## config.mk

```make
export PLATFORM = sky130hd
export DESIGN_NAME = alu_regfile_flat
export DESIGN_NICKNAME = d
export VERILOG_FILES = /design/src/rtl/alu_regfile_pkg.sv /design/src/rtl/alu_regfile_if.sv /design/src/rtl/alu_regfile_flag_bits.sv /design/src/rtl/alu_regfile.sv /design/src/flat_wrapper.sv
export SDC_FILE = /design/constraint.sdc
export NUM_CORES = 1
export LEC_CHECK = 0
export ABC_AREA = 0
export CORE_MARGIN = 8
export CORE_UTILIZATION = 61
export CTS_BUF_LIST = sky130_fd_sc_hd__clkbuf_16
export CTS_CLUSTER_DIAMETER = 150
export DETAILED_ROUTE_END_ITERATION = 8
export PLACE_DENSITY = 0.95
export SYNTH_ARGS = -nofsm -noshare
export SYNTH_HDL_FRONTEND = slang
export SYNTH_SLANG_ARGS = --single-unit
```

## constraint.sdc

```tcl
create_clock -name clk -period 5.1 [get_ports clk]
set_input_delay 1.02 -clock clk [delete_from_list [all_inputs] [get_ports clk]]
set_output_delay 1.02 -clock clk [all_outputs]
set_load 0.03 [all_outputs]
```

## src/rtl/alu_regfile_pkg.sv

```systemverilog
// rtl/alu_regfile_pkg.sv - shared CPU data-path constants, types and ALU command encodings
package cpu_pkg;

   localparam int DW = 8;
   localparam int AW = 3;

   typedef logic [AW-1:0] reg_addr_t;
   typedef logic [DW-1:0] data_t;

   typedef enum logic [4:0] {
      ALU_ADD = 5'd0,
      ALU_SUB = 5'd1,
      ALU_AND = 5'd2,
      ALU_XOR = 5'd3,
      ALU_CMP = 5'd4,
      ALU_CEQ = 5'd5,
      ALU_LSL = 5'd6,
      ALU_LSR = 5'd7,
      ALU_MOV = 5'd8
   } alu_cmd_t;

endpackage

```

## src/rtl/alu_regfile_if.sv

```systemverilog
// rtl/alu_regfile_if.sv - register file read/write ports and flag controls between decoder and regfile
interface alu_regfile_if #(
   parameter int DW = cpu_pkg::DW,
   parameter int AW = cpu_pkg::AW
);
   logic          stall;
   logic [AW-1:0] rd_addr_a;
   logic [AW-1:0] rd_addr_b;
   logic [DW-1:0] do_a;
   logic [DW-1:0] do_b;
   logic          wr_en;
   logic [AW-1:0] wr_addr;
   logic [DW-1:0] wr_data;
   logic          sc_we;
   logic          sc_clr;
   logic          sc_in;
   logic          sc_q;
   logic          cnd_we;
   logic          cnd_in;
   logic          cnd_q;
   logic          flag_we;
   logic          zero_q;
   logic          pari_q;

   modport master (
      output stall, rd_addr_a, rd_addr_b, wr_en, wr_addr, wr_data,
             sc_we, sc_clr, sc_in, cnd_we, cnd_in, flag_we,
      input  do_a, do_b, sc_q, cnd_q, zero_q, pari_q
   );

   modport slave (
      input  stall, rd_addr_a, rd_addr_b, wr_en, wr_addr, wr_data,
             sc_we, sc_clr, sc_in, cnd_we, cnd_in, flag_we,
      output do_a, do_b, sc_q, cnd_q, zero_q, pari_q
   );
endinterface

```

## src/rtl/alu_regfile_flag_bits.sv

```systemverilog
// rtl/alu_regfile_flag_bits.sv - shift-carry, condition, zero and parity flag flops
module flag_bits #(
   parameter int DW = cpu_pkg::DW
) (
   input  logic          clk,
   input  logic          reset,
   input  logic          stall,
   input  logic          sc_we,
   input  logic          sc_clr,
   input  logic          sc_in,
   input  logic          cnd_we,
   input  logic          cnd_in,
   input  logic          flag_we,
   input  logic [DW-1:0] wr_data,
   output logic          sc_q,
   output logic          cnd_q,
   output logic          zero_q,
   output logic          pari_q
);

   always_ff @(posedge clk or posedge reset) begin
      if (reset) begin
         sc_q   <= 1'b0;
         cnd_q  <= 1'b0;
         zero_q <= 1'b0;
         pari_q <= 1'b0;
      end else if (!stall) begin
         // clear wins over load so a decoder can flush carry in the same op
         if (sc_clr)
            sc_q <= 1'b0;
         else if (sc_we)
            sc_q <= sc_in;
         if (cnd_we)
            cnd_q <= cnd_in;
         if (flag_we) begin
            zero_q <= (wr_data == '0);
            pari_q <= ^wr_data;
         end
      end
   end

endmodule

```

## src/rtl/alu_regfile.sv

```systemverilog
// rtl/alu_regfile.sv - register file with same-cycle write forwarding and ALU flag stage
module alu_regfile #(
   parameter int DW     = cpu_pkg::DW,
   parameter int AW     = cpu_pkg::AW,
   parameter int BYPASS = 1
) (
   input  logic       clk,
   input  logic       reset,
   alu_regfile_if.slave rf
);

   localparam int NREG = 2 ** AW;

   logic [DW-1:0] regs [NREG];
   logic          wr_fire;

   assign wr_fire = rf.wr_en && !rf.stall;

   always_ff @(posedge clk or posedge reset) begin
      if (reset) begin
         for (int i = 0; i < NREG; i++)
            regs[i] <= '0;
      end else if (wr_fire) begin
         regs[rf.wr_addr] <= rf.wr_data;
      end
   end

   // forwarding only when the write will really land, so a stalled write never leaks
   always_comb begin
      rf.do_a = regs[rf.rd_addr_a];
      rf.do_b = regs[rf.rd_addr_b];
      if (BYPASS != 0 && wr_fire) begin
         if (rf.wr_addr == rf.rd_addr_a)
            rf.do_a = rf.wr_data;
         if (rf.wr_addr == rf.rd_addr_b)
            rf.do_b = rf.wr_data;
      end
   end

   flag_bits #(.DW(DW)) u_flags (
      .clk     (clk),
      .reset   (reset),
      .stall   (rf.stall),
      .sc_we   (rf.sc_we),
      .sc_clr  (rf.sc_clr),
      .sc_in   (rf.sc_in),
      .cnd_we  (rf.cnd_we),
      .cnd_in  (rf.cnd_in),
      .flag_we (rf.flag_we),
      .wr_data (rf.wr_data),
      .sc_q    (rf.sc_q),
      .cnd_q   (rf.cnd_q),
      .zero_q  (rf.zero_q),
      .pari_q  (rf.pari_q)
   );

endmodule

```

## src/flat_wrapper.sv

```systemverilog
// flat-port wrapper written by rule: the top's interface ports become plain ports
module alu_regfile_flat 
#(
   parameter int DW     = cpu_pkg::DW,
   parameter int AW     = cpu_pkg::AW,
   parameter int BYPASS = 1
)
  (clk, reset, rf_stall, rf_rd_addr_a, rf_rd_addr_b, rf_wr_en, rf_wr_addr, rf_wr_data, rf_sc_we, rf_sc_clr, rf_sc_in, rf_cnd_we, rf_cnd_in, rf_flag_we, rf_do_a, rf_do_b, rf_sc_q, rf_cnd_q, rf_zero_q, rf_pari_q);
  alu_regfile_if #(.DW(DW), .AW(AW)) rf_i ();
  input  logic clk;
  input  logic reset;
  input wire logic [$bits(rf_i.stall)-1:0] rf_stall;
  input wire logic [$bits(rf_i.rd_addr_a)-1:0] rf_rd_addr_a;
  input wire logic [$bits(rf_i.rd_addr_b)-1:0] rf_rd_addr_b;
  input wire logic [$bits(rf_i.wr_en)-1:0] rf_wr_en;
  input wire logic [$bits(rf_i.wr_addr)-1:0] rf_wr_addr;
  input wire logic [$bits(rf_i.wr_data)-1:0] rf_wr_data;
  input wire logic [$bits(rf_i.sc_we)-1:0] rf_sc_we;
  input wire logic [$bits(rf_i.sc_clr)-1:0] rf_sc_clr;
  input wire logic [$bits(rf_i.sc_in)-1:0] rf_sc_in;
  input wire logic [$bits(rf_i.cnd_we)-1:0] rf_cnd_we;
  input wire logic [$bits(rf_i.cnd_in)-1:0] rf_cnd_in;
  input wire logic [$bits(rf_i.flag_we)-1:0] rf_flag_we;
  output wire logic [$bits(rf_i.do_a)-1:0] rf_do_a;
  output wire logic [$bits(rf_i.do_b)-1:0] rf_do_b;
  output wire logic [$bits(rf_i.sc_q)-1:0] rf_sc_q;
  output wire logic [$bits(rf_i.cnd_q)-1:0] rf_cnd_q;
  output wire logic [$bits(rf_i.zero_q)-1:0] rf_zero_q;
  output wire logic [$bits(rf_i.pari_q)-1:0] rf_pari_q;
  assign rf_i.stall = rf_stall;
  assign rf_i.rd_addr_a = rf_rd_addr_a;
  assign rf_i.rd_addr_b = rf_rd_addr_b;
  assign rf_i.wr_en = rf_wr_en;
  assign rf_i.wr_addr = rf_wr_addr;
  assign rf_i.wr_data = rf_wr_data;
  assign rf_i.sc_we = rf_sc_we;
  assign rf_i.sc_clr = rf_sc_clr;
  assign rf_i.sc_in = rf_sc_in;
  assign rf_i.cnd_we = rf_cnd_we;
  assign rf_i.cnd_in = rf_cnd_in;
  assign rf_i.flag_we = rf_flag_we;
  assign rf_do_a = rf_i.do_a;
  assign rf_do_b = rf_i.do_b;
  assign rf_sc_q = rf_i.sc_q;
  assign rf_cnd_q = rf_i.cnd_q;
  assign rf_zero_q = rf_i.zero_q;
  assign rf_pari_q = rf_i.pari_q;
  alu_regfile #(.DW(DW), .AW(AW), .BYPASS(BYPASS)) u_core (.clk(clk), .reset(reset), .rf(rf_i));
endmodule
```

== Yosys cells after proc, flatten, opt, wreduce, memory -nomap -nowiden ==
Cells that the tools add are included.
Word-level totals
  bits in read-only memories: 0
  latch bits: 0
  output and inout port bits: 20
  bits in writable memories: 0
  flip-flop bits (word level): 68
  logic and storage cells: 46
  memories: 0
Cells by class
  equality and inequality tests: 2
  reduce and logical (&&, ||, !) cells: 9
  div/mod/pow operators: 0
  multipliers: 0
  bitwise gates (word level): 4
  multiplexer cells: 15
  shift-type cells: 0
  order comparisons: 4
  $add $sub $neg: 0
Operator list (number)
  $mux 8: 9
  $bwmux 64: 1
  $bmux 8 s3: 2
  $demux 8 s3: 1
  $ge 4x4->1 const B: 3
  $not 3->4: 3
  $logic_not 8->1: 1
  $reduce_xor 8->1: 1
  $eq 3x3->1: 2
  $reduce_and 2->1: 3
  $lt 4x1->1 const B: 1
  $logic_and 1x1->1: 2
  $mux 1: 2
  $reduce_bool 2->1: 1
  $logic_not 1->1: 1
  $not 1->1: 1

== Depth between registers and ports, before layout ==
  depth after elaboration: 6
  gate-level depth with buffers: 5

== By module ==
From an unflattened synthesis, not the netlist that was laid out.
Unflattened totals
  cells, all modules: 268
  area total of the unflattened synthesis: 4081.4 µm²
By module, submodules not included
  alu_regfile: area each 3799.9 µm², instances 1, cells an instance 236
  flag_bits: area each 281.5 µm², instances 1, cells an instance 32

== Least setup slack after synthesis ==
OpenSTA, ideal clock, no wires.
  kind: input -> output
  start point: in rf_rd_addr_a[0]
  end point: out rf_do_a[0]
  path slack: 1727 ps
  required time: 4080 ps
  cell stages on the path: 5
  arrival time: 2353 ps
  cell sequence: buf_6 -> buf_12 -> xnor2_1 -> nand4_2 -> mux2i_1
On the way
  longest elaborated chain between the ends: 6
  elaborated cells between the ends (all ways): 7
RTL lines
  from (decl): RTL line flat_wrapper.sv:13  | input wire logic [$bits(rf_i.rd_addr_a)-1:0] rf_rd_addr_a;
  $not 3->4 (implied by the code): RTL line alu_regfile.sv:30  | rf.do_a = regs[rf.rd_addr_a];
  $bmux 8 s3: RTL line alu_regfile.sv:30
  $mux 8 (implied by the code) (2 in series): RTL line alu_regfile.sv:30
  $mux 8: RTL line alu_regfile.sv:33  | if (rf.wr_addr == rf.rd_addr_a)
  $mux 8 (*): RTL line alu_regfile.sv:32  | if (BYPASS != 0 && wr_fire) begin
  to (decl): RTL line flat_wrapper.sv:24  | output wire logic [$bits(rf_i.do_a)-1:0] rf_do_a;
Mark *: on every way between the ends. The rest lies on a longest branch, timed or not. The select of a mux whose other input is x is not followed.

== Worst setup path after layout ==
  start point: in rf_stall
  end point: out rf_do_b[7]
On the way
  longest elaborated chain between the ends: 3
RTL lines
  from (decl): RTL line flat_wrapper.sv:12  | input wire logic [$bits(rf_i.stall)-1:0] rf_stall;
  $logic_not 1->1
  $logic_and 1x1->1: RTL line alu_regfile.sv:17  | assign wr_fire = rf.wr_en && !rf.stall;
  $mux 8: RTL line alu_regfile.sv:32
  to (decl): RTL line flat_wrapper.sv:25  | output wire logic [$bits(rf_i.do_b)-1:0] rf_do_b;
Every way passes these cells.

==> tab_implementation.tex <==
\begin{tabular}{lr}
\hline
Metric & Value \\
\hline
\multicolumn{2}{l}{\textbf{Outcome}} \\
\quad Run status & completed \\
\multicolumn{2}{l}{\textbf{Global routing}} \\
\quad Global-route wire length before repair & 15,300 um \\
\quad Overflow left after global routing & 0 \\
\quad Largest net degree at the start of global routing & 46 \\
\quad GRT Util Overall & 20.8\% \\
\quad Number of global-route vias before repair & 2,778 \\
\quad Number of antenna violations at the first check in global routing & 0 \\
\multicolumn{2}{l}{\textbf{Detailed routing}} \\
\quad Initial DRC Count & 173 \\
\quad Detailed-route DRC error count & 0 \\
\quad Overall routed net length & 9570 um \\
\quad Number of nets with antenna violations after detailed routing & 0 \\
\quad Via count of the routed design & 2,598 \\
\quad Drt via density & 6.63 \\
\quad Detailed-route wire length per cell & 24.4 um \\
\quad Total iterations of the first detailed-routing run & 4 \\
\multicolumn{2}{l}{\textbf{Place}} \\
\quad HPWL after detailed placement & 6530 um \\
\quad Number of buffer cells added on primary ports & 46 \\
\quad Cell total after placement & 377 \\
\quad Pre-CTS setup slack & 620 ps \\
\quad Placed cell areas & 0.00453 mm2 \\
\quad Final RePlAce weighted congestion & 0.889 \\
\multicolumn{2}{l}{\textbf{Clocking}} \\
\quad Root cell of the clock tree & sky130\_fd\_sc\_hd\_\_clkbuf\_16 \\
\quad Clk sinks & 68 \\
\quad Clock edge transition at the registers on the reported setup and hold paths & 50 ps \\
\quad Post-CTS Repair Setup Buffers & 0 \\
\quad Number of buffers added to fix hold violations after cts & 0 \\
\quad Maximum number of buffers from clock root to sink & 2 \\
\quad Clock latency of the later-clocked register in the worst-skew pair & 330 ps \\
\quad Clock buffer count from CTS & 9 \\
\quad Post-cts resize count & 0 \\
\quad TritonCTS clock tree & done \\
\quad CTS HTree Levels & 3 \\
\multicolumn{2}{l}{\textbf{Min path}} \\
\quad Classification of the worst-slack hold path & register to register \\
\multicolumn{2}{l}{\textbf{Logic synthesis}} \\
\quad Top cell type's share of synthesized area & 42.2\% \\
\quad Leading post-synthesis cells by cell area & sky130\_fd\_sc\_hd\_\_dfrtp\_1, sky130\_fd\_sc\_hd\_\_mux2\_2, sky130\_fd\_sc\_hd\_\_mux4\_2, sky130\_fd\_sc\_hd\_\_mux4\_1, sky130\_fd\_sc\_hd\_\_mux2i\_1 \\
\quad Count of synthesis-stage warnings from yosys & 0 \\
\quad Mux cell area share after synthesis & 45.3\% \\
\quad Synth Cell Area & 0.00403 mm2 \\
\quad Cell taking the most area after synthesis & sky130\_fd\_sc\_hd\_\_dfrtp\_1 \\
\quad Post-synthesis sequential element count & 68 \\
\quad Dominant combinational cell family by area after synthesis & multiplexers \\
\quad Proportion of synthesized chip area in sequential cells & 42.2\% \\
\quad Compound-gate portion of the synthesized area & 0.590\% \\
\quad Mean post-synth cell area & 15.5 um2 \\
\quad Adder and majority gate portion of the synthesized area & 1.24\% \\
\quad Xor and xnor fraction of the mapped netlist area & 1.96\% \\
\quad Area fraction in and, or, nand and nor cells after synthesis & 4.91\% \\
\quad Synthesized net count & 291 \\
\quad Synth unique cells & 27 \\
\quad Post-Synthesis Cells & 260 \\
\multicolumn{2}{l}{\textbf{Power and ir drop}} \\
\quad Static leakage & 2.19 nW \\
\quad Total Power & 1.86 mW \\
\quad Power Density & 390 mW/mm2 \\
\quad Worst vdd ir & 313 uV \\
\multicolumn{2}{l}{\textbf{STA}} \\
\quad Fmax achieved & 222 MHz \\
\quad Final worst hold slack & 498 ps \\
\quad Final count of negative-setup-slack endpoints & 0 \\
\quad Post-route clock period utilization & 88.3\% \\
\quad Number of pins exceeding their max-slew limit in the final report & 0 \\
\quad Worst setup slack after layout & 595 ps \\
\quad RSZ-0062 raised after global routing & false \\
\quad Slew HR & 38.7\% \\
\quad Worst Skew & 0 ps \\
\quad Crit path time final & 4510 ps \\
\quad Total Neg Setup Slack & 0 ps \\
\quad Final Hold Vio Count & 0 \\
\quad Least-Margin Pin Slew & 919 ps \\
\multicolumn{2}{l}{\textbf{Worst setup path}} \\
\quad Cells traversed along the worst timing path & clkdlybuf4s50\_1, nor2b\_1, nand4\_2, mux2i\_1, clkdlybuf4s50\_1 \\
\quad Number of buffer and inverter stages on the critical path & 2 \\
\quad Largest fanout of any net on the critical path & 8 \\
\quad Critical path's largest stage delay & 710 ps \\
\quad Setup CP Type & input pin to primary output \\
\quad Arr. time, crit path & 3490 ps \\
\quad Worst path most repeated cell & sky130\_fd\_sc\_hd\_\_clkdlybuf4s50\_1 \\
\quad Required time of the worst setup path & 4080 ps \\
\quad Worst Setup End Kind & primary output \\
\quad Kind of launch point of the worst setup path & input pin \\
\quad Slowest library cell on the worst path & sky130\_fd\_sc\_hd\_\_clkdlybuf4s50\_1 \\
\quad FF-to-FF setup slack & 4290 ps \\
\quad Dominant delay contributor by cell family on the critical path & buffers and inverters \\
\multicolumn{2}{l}{\textbf{Finish}} \\
\quad Leading cell type in the layout, fill and taps excluded & sky130\_fd\_sc\_hd\_\_dfrtp\_1 \\
\quad Non-Filler Cell Area, Final & 0.00478 mm2 \\
\quad Post-route non-filler standard cell count & 392 \\
\quad Net count, final & 342 \\
\quad Filler cell count in the final layout & 385 \\
\quad Synth-to-Final Area Change & 18.7\% \\
\quad Antenna diode count & 0 \\
\quad Register Area & 0.00170 mm2 \\
\quad Top library cells by usage in the layout, fill and taps aside & sky130\_fd\_sc\_hd\_\_dfrtp\_1, sky130\_fd\_sc\_hd\_\_mux2\_2, sky130\_fd\_sc\_hd\_\_clkdlybuf4s50\_1, sky130\_fd\_sc\_hd\_\_mux2i\_1, sky130\_fd\_sc\_hd\_\_mux4\_2 \\
\quad Utilization of the core after routing & 74.9\% \\
\quad Layout cells sized above 1 & 34.9\% \\
\quad Area taken by multi-input logic gates & 0.00218 mm2 \\
\multicolumn{2}{l}{\textbf{Floorplanning}} \\
\quad Count of boundary I/O pins & 47 \\
\quad Total Die Area & 0.00946 mm2 \\
\quad Chip Height & 97.3 um \\
\quad Standard-cell rows & 29 \\
\quad Die X & 97.3 um \\
\quad Placeable core region & 0.00639 mm2 \\
\quad Starting density of the core & 63.1\% \\
\multicolumn{2}{l}{\textbf{Run}} \\
\quad Max-cap violations & 0 \\
\hline
\end{tabular}
[layout make-up]
cell class                 instances  share of cell area [%]
clock buffer                       9                    4.71
multi-input combinational        168                    45.5
tap                               77                    2.01
timing repair buffer              54                    10.9
sequential                        68                    35.6
clock inverter                     6                   0.523
inverter                          10                   0.785
[cell usage after synthesis]
master / count
sky130_fd_sc_hd__dfrtp_1: 68
sky130_fd_sc_hd__mux2_2: 62
sky130_fd_sc_hd__mux2i_1: 32
sky130_fd_sc_hd__mux4_2: 18
sky130_fd_sc_hd__mux4_1: 14
sky130_fd_sc_hd__inv_1: 10
sky130_fd_sc_hd__buf_2: 9
sky130_fd_sc_hd__xnor2_1: 9
sky130_fd_sc_hd__nand2_1: 6
sky130_fd_sc_hd__ha_1: 4
sky130_fd_sc_hd__mux2_1: 3
sky130_fd_sc_hd__nor3b_4: 3
sky130_fd_sc_hd__o21ai_0: 3
sky130_fd_sc_hd__buf_12: 2
sky130_fd_sc_hd__buf_6: 2
sky130_fd_sc_hd__nand3b_2: 2
sky130_fd_sc_hd__nand4_2: 2
sky130_fd_sc_hd__nor2b_1: 2
sky130_fd_sc_hd__a2bb2oi_1: 1
sky130_fd_sc_hd__and3_1: 1
sky130_fd_sc_hd__buf_4: 1
sky130_fd_sc_hd__nand2b_1: 1
sky130_fd_sc_hd__nand3_2: 1
sky130_fd_sc_hd__nand3b_4: 1
sky130_fd_sc_hd__nand4_1: 1
sky130_fd_sc_hd__nor2_1: 1
sky130_fd_sc_hd__nor2_2: 1
[sequential cells by signal, indices dropped and copies added (netlist names)]
register,count
u_core.regs,64
u_core.u_flags.cnd_q,1
u_core.u_flags.pari_q,1
u_core.u_flags.sc_q,1
u_core.u_flags.zero_q,1
[final timing paths]
path	startpoint	end	depth (start not counted)
worst max-delay path	rf_stall	rf_do_b[7]	5
worst min-delay path	u_core.u_flags.pari_q$_DFFE_PP0P_	u_core.u_flags.pari_q$_DFFE_PP0P_	2
worst max register to register	u_core.regs[28]$_DFFE_PP0P_	u_core.regs[28]$_DFFE_PP0P_	1
worst min register to register	u_core.u_flags.pari_q$_DFFE_PP0P_	u_core.u_flags.pari_q$_DFFE_PP0P_	2
max in group asynchronous	reset	u_core.regs[37]$_DFFE_PP0P_	3
min in group asynchronous	reset	u_core.regs[18]$_DFFE_PP0P_	2
[kinds of logic after synthesis]
kind of cell,after synthesis
xor+xnor,9
compound gates,4
buf+inv,24
simple gates,22
fa+ha+maj,4
mux,129
flops,68
[power by group]
| part | switching, mW | total [mW] | internal, mW |
|---|---|---|---|
| Clock | 0.216 | 0.533 | 0.317 |
| Sequential | 0.0944 | 0.758 | 0.664 |
| Combinational | 0.250 | 0.574 | 0.324 |
[routing by layer]
layer | share of wire, % | up-vias | wire length, um | GRT usage, %
met3 | 6.4 | 29 | 609 | 5.19
met2 | 50 | 100 | 4810 | 34.4
met5 | 0 | - | 0 | 0
met4 | 3.8 | 0 | 367 | 11.7
li1 | - | 1119 | - | -
met1 | 40 | 1350 | 3780 | 24.2
(Power assumes the default switching activity.)
